## config.mk

```make
export PLATFORM = sky130hd
export DESIGN_NAME = str_frame_packer
export DESIGN_NICKNAME = d
export VERILOG_FILES = /design/src/rtl/lpdaq_frame_pkg.sv /design/src/rtl/str_frame_packer.sv
export SDC_FILE = /design/constraint.sdc
export NUM_CORES = 1
export LEC_CHECK = 0
export BUFFER_PORTS_ARGS = -buffer_cell sky130_fd_sc_hd__buf_2
export CAP_MARGIN = 0
export CORE_MARGIN = 3
export CORE_UTILIZATION = 63
export DETAILED_ROUTE_END_ITERATION = 8
export GPL_TIMING_DRIVEN = 0
export PLACE_DENSITY = 0.86
export SYNTH_ARGS = -nofsm -noshare
export SYNTH_HDL_FRONTEND = slang
export SYNTH_SLANG_ARGS = --single-unit
```

## constraint.sdc

```tcl
create_clock -name clk -period 5.5 [get_ports clk]
set_input_delay 0.55 -clock clk [delete_from_list [all_inputs] [get_ports clk]]
set_output_delay 0.55 -clock clk [all_outputs]
set_load 0.1 [all_outputs]
```

## src/rtl/lpdaq_frame_pkg.sv

```systemverilog
// Shared framing definitions for the acquisition transport path: FSM states,
// header/trailer field layout and the sample sign-extension helper.
package lpdaq_frame_pkg;

    typedef enum logic [1:0] {IDLE, HEADER, PAYLOAD, TRAILER} frame_state_e;

    localparam logic [15:0] FRAME_MAGIC    = 16'hA55A;

    localparam int          HDR_MAGIC_LSB  = 16;
    localparam int          HDR_SEQ_LSB    = 0;
    localparam int          TRL_FORCED_BIT = 31;
    localparam int          TRL_COUNT_LSB  = 16;
    localparam int          TRL_CSUM_LSB   = 0;

    // v carries a dw-bit two's-complement value in its low bits.
    function automatic logic [31:0] sext32(input logic [31:0] v, input int dw);
        logic [31:0] sh;
        sh = v << (32 - dw);
        return 32'($signed(sh) >>> (32 - dw));
    endfunction

    function automatic logic [31:0] mk_header(input logic [15:0] magic, input logic [15:0] seq);
        logic [31:0] w;
        w = '0;
        w[HDR_MAGIC_LSB +: 16] = magic;
        w[HDR_SEQ_LSB +: 16]   = seq;
        return w;
    endfunction

    function automatic logic [31:0] mk_trailer(input logic forced, input logic [14:0] cnt,
                                               input logic [15:0] csum);
        logic [31:0] w;
        w = '0;
        w[TRL_FORCED_BIT]      = forced;
        w[TRL_COUNT_LSB +: 15] = cnt;
        w[TRL_CSUM_LSB +: 16]  = csum;
        return w;
    endfunction

endpackage

```

## src/rtl/str_frame_packer.sv

```systemverilog
// Wraps tlast-delimited signed samples into header / payload / trailer frames
// behind a single AXI-Stream output register.
module str_frame_packer
    import lpdaq_frame_pkg::*;
#(
    parameter int          DW      = 24,
    parameter int          MAX_LEN = 16000,
    parameter logic [15:0] MAGIC   = FRAME_MAGIC
) (
    input  logic          clk,
    input  logic          rst_n,
    input  logic [DW-1:0] s_axis_tdata,
    input  logic          s_axis_tvalid,
    output logic          s_axis_tready,
    input  logic          s_axis_tlast,
    output logic [31:0]   m_axis_tdata,
    output logic          m_axis_tvalid,
    input  logic          m_axis_tready,
    output logic          m_axis_tlast
);

    frame_state_e state_q, state_d;
    logic [15:0]  seq_q, seq_d;
    logic [14:0]  cnt_q, cnt_d;
    logic [15:0]  csum_q, csum_d;
    logic         forced_q, forced_d;
    logic [31:0]  tdata_q, tdata_d;
    logic         tvalid_q, tvalid_d;
    logic         tlast_q, tlast_d;

    logic         out_free;
    logic [31:0]  sample_x;
    logic [14:0]  cnt_inc;

    assign m_axis_tdata  = tdata_q;
    assign m_axis_tvalid = tvalid_q;
    assign m_axis_tlast  = tlast_q;

    always_comb begin
        out_free = !tvalid_q || m_axis_tready;
        sample_x = sext32(32'(s_axis_tdata), DW);
        cnt_inc  = cnt_q + 15'd1;

        state_d       = state_q;
        seq_d         = seq_q;
        cnt_d         = cnt_q;
        csum_d        = csum_q;
        forced_d      = forced_q;
        tdata_d       = tdata_q;
        tvalid_d      = tvalid_q && !m_axis_tready;
        tlast_d       = tlast_q;
        s_axis_tready = 1'b0;

        case (state_q)
            IDLE: begin
                // Peek at the pending sample to open a frame; it is consumed in PAYLOAD.
                if (s_axis_tvalid && out_free) begin
                    tdata_d  = mk_header(MAGIC, seq_q);
                    tvalid_d = 1'b1;
                    tlast_d  = 1'b0;
                    state_d  = HEADER;
                end
            end
            HEADER: begin
                if (tvalid_q && m_axis_tready) state_d = PAYLOAD;
            end
            PAYLOAD: begin
                s_axis_tready = out_free;
                if (s_axis_tvalid && out_free) begin
                    tdata_d  = sample_x;
                    tvalid_d = 1'b1;
                    cnt_d    = cnt_inc;
                    csum_d   = csum_q + sample_x[15:0];
                    if (s_axis_tlast) begin
                        forced_d = 1'b0;
                        state_d  = TRAILER;
                    end else if (cnt_inc == 15'(MAX_LEN)) begin
                        forced_d = 1'b1;
                        state_d  = TRAILER;
                    end
                end
            end
            TRAILER: begin
                // tlast_q distinguishes "trailer pending" from "trailer on the bus".
                if (!tlast_q) begin
                    if (out_free) begin
                        tdata_d  = mk_trailer(forced_q, cnt_q, csum_q);
                        tvalid_d = 1'b1;
                        tlast_d  = 1'b1;
                    end
                end else if (tvalid_q && m_axis_tready) begin
                    tlast_d  = 1'b0;
                    seq_d    = seq_q + 16'd1;
                    cnt_d    = '0;
                    csum_d   = '0;
                    forced_d = 1'b0;
                    state_d  = IDLE;
                end
            end
            default: state_d = IDLE;
        endcase
    end

    always_ff @(posedge clk) begin
        if (!rst_n) begin
            state_q  <= IDLE;
            seq_q    <= '0;
            cnt_q    <= '0;
            csum_q   <= '0;
            forced_q <= 1'b0;
            tdata_q  <= '0;
            tvalid_q <= 1'b0;
            tlast_q  <= 1'b0;
        end else begin
            state_q  <= state_d;
            seq_q    <= seq_d;
            cnt_q    <= cnt_d;
            csum_q   <= csum_d;
            forced_q <= forced_d;
            tdata_q  <= tdata_d;
            tvalid_q <= tvalid_d;
            tlast_q  <= tlast_d;
        end
    end

endmodule
```

==> flow_summary.yaml <==
clocking:
  cts_root_buf: "clkbuf_8"
  cts_sinks: 84
  hold_buffers: 0
  htreeDepth: 3
  clkSlewWorstSetupHoldPaths_ns: 0.09
  cts_buffer_depth: 2
  numCtsBuffers: 9
  tritoncts: "done"
  clk-insertion-delay-late_ns: 0.37
  postCtsSetupBuffers: 0
  ctsResizeCount: 0
global_route:
  grt_first_pass_wirelength_um: 21700
  grt_use_met1_pct: 38.2
  grt_max_degree: 17
  use_met3_pct: 7.45
  grt_overflow: 0
  antenna_found_initial: 1
  met2_usage_pct: 52.7
  grt.busiest_layer: "met2"
  grt_pass1_vias: 4506
  grt_use_total_pct: 31.4
placed_design:
  io_buffers: 62
  hpwl_um: 10000
  gp_congestion: 0.905
  dpl_cell_area_um2: 5300
  dp_slack_ns: 2.76
  place_inst: 740
setup_path:
  end_kind: "output pin"
  cp-start-kind: "flip-flop"
  worst_path_largest_cell_delay_ns: 0.48
  path_max_fanout: 10
  path_buf_inv: 4
  crit_slowest_cell: "clkbuf_1"
  required_ns: 4.95
  cp_cell_sequence: "inv_1 -> ha_1 -> clkbuf_1 -> buf_1 -> and2_1 -> buf_2"
  cp.arrival_ns: 2.65
  crit_family: "buffers and inverters"
  worstSetupPathType: "reg -> out"
die:
  dieArea_um2: 8810
  dieHeight_um: 93.8
  coreArea_um2: 7370
  die_x_um: 93.8
  initial_core_util_pct: 66.0
  row_count: 31
  io_pins: 64
timing:
  fin_crit_ns: 3.20
  setup_violations: 0
  fin_worst_skew_ns: 0.0113
  worst_slew_pin_slew_ns: 0.595
  final.period_utilization_pct: 58.2
  slew_headroom_pct: 60.1
  rsz0062_at_grt: "false"
  setup_tns_ns: 0
  hold_violations: 0
  max_clock_freq_mhz: 312
  fin_ws_ns: 2.30
  drv_slew: 0
finish:
  syn_to_final_growth_pct: 12.7
  layout.nets: 703
  final_cell_area_um2: 5480
  final_cell_mix: "84 x dfxtp_1, 77 x buf_2, 72 x nand2_1"
  diodes: 0
  drive_above_1_share_pct: 16.6
  layoutNonFillerInstCount: 756
  mostFrequentLayoutCell: "dfxtp_1"
logic_synthesis:
  ys_seq_area_share_pct: 34.6
  yosysUniqueCellTypes: 67
  synthFlopType: "dfxtp_1"
  yosys-top-cells-area: "dfxtp_1 35%, nand2_1 5.6%, ha_1 5.4%"
  yosysTopAreaCell: "dfxtp_1"
  yosys_warnings: 0
  synth_seq_cells: 84
  synth_cells: 579
  synth_top_area_share_pct: 34.6
  async_reset_ff_share_pct: 0
  synth.avg_cell_area_um2: 8.40
  netlist_area_um2: 4860
  synth_edf_count: 0
  synth_fp_nets: 630
power:
  vdd_ir_drop_max_uv: 650
  static-leakage-power_uw: 0.00244
  p_total_uw: 2940
  power.density_nw_per_um2: 537
routing:
  num_vias: 4825
  wl_per_cell_um: 18.0
  routed_wl_um: 13600
  drtIter0Drc: 388
  vias_per_cell: 6.38
  postRouteAntennaNets: 0
  drtPass1Iterations: 9
  drc: 0
flow_run:
  maxCapViolations: 0
status:
  status: "finished, final reports clean"
min_path:
  hp-class: "in -> reg"
metrics by stage:
step	hold WS, ns	util, %
CTS	0.455	74.3
detailed placement	0.457	71.9
global route	0.471	74.3
finish	0.458	74.3
global placement	0.447	71.9
floorplan	0.435	-
registers in the layout, summed over array words and instances, names as in the netlist:
| signal | count |
|---|---|
| seq_q | 16 |
| m_axis_tlast | 1 |
| state_q | 2 |
| forced_q | 1 |
| m_axis_tvalid | 1 |
| m_axis_tdata | 32 |
| cnt_q | 15 |
| csum_q | 16 |
worst paths after layout:
path / from / to / slack [ns] / cells past startpoint
worst max register to register: csum_q[0]$_SDFFE_PN0P_ / csum_q[14]$_SDFFE_PN0P_ / 3.05 / 8
worst max-delay path: state_q[0]$_SDFFE_PN0P_ / s_axis_tready / 2.30 / 6
worst min register to register: forced_q$_SDFFE_PN0P_ / m_axis_tdata[31]$_SDFFE_PN0P_ / 0.48 / 2
worst min-delay path: s_axis_tdata[22] / m_axis_tdata[22]$_SDFFE_PN0P_ / 0.46 / 3
per-layer routing:
layer	part of all wire, %	routed length, um
met1	41	5560
met2	47	6440
met3	8.2	1120
met4	3.8	524
met5	0	0
cells by family after synthesis:
| logic type | synth area share, % |
|---|---|
| AOI/OAI and AO/OA | 26.9 |
| xor gates and xnor gates | 4.14 |
| adders and majority gates | 5.82 |
| buffers and inverters | 4.20 |
| DFF | 34.6 |
| muxes | 0.849 |
| and+or+nand+nor | 23.5 |
final cells by class:
cell class,count,area [um2]
Timing Repair Buffer,62,310
Multi-Input combinational cell,447,2980
Tap cell,99,124
Buffer,40,174
Clock buffer,9,124
Inverter,8,30.0
Clock inverter,7,58.8
Sequential cell,84,1680
Fill cell,596,1890
Yosys cell counts (all sizes together) (4+ instances only):
cell type  number
nand3          28
and4            6
a21oi          34
a22oi          22
and3            6
o21ai          45
ha             21
dfxtp          84
o31ai           9
nand4          17
xnor2          17
a21boi          6
or3             4
buf            22
a31oi           6
o21a            9
nand2          72
nor3            8
nand2b          5
xor2            6
o211a          24
nor2           16
nor2b          11
inv             8
a221oi          5
clkbuf         18
and2           31
report_power, final:
group          total [uW]  switching [uW]  leakage [uW]  internal (uW)
Sequential            865             104      0.000685            761
Clock                 422             251     0.0000921            171
Combinational        1650            1320       0.00166            330
Total                2940            1680       0.00244           1260
worst reg2reg max path: stages (launching register included):
cell and delay [ns]:
dfxtp_1 0.33, ha_1 0.21, fa_1 0.42, a21oi_1 0.18, o21ai_0 0.15, a211oi_1 0.56, nor3_1 0.15, o21a_1 0.20
o31ai_1 0.17
(Power assumes the default switching activity.)
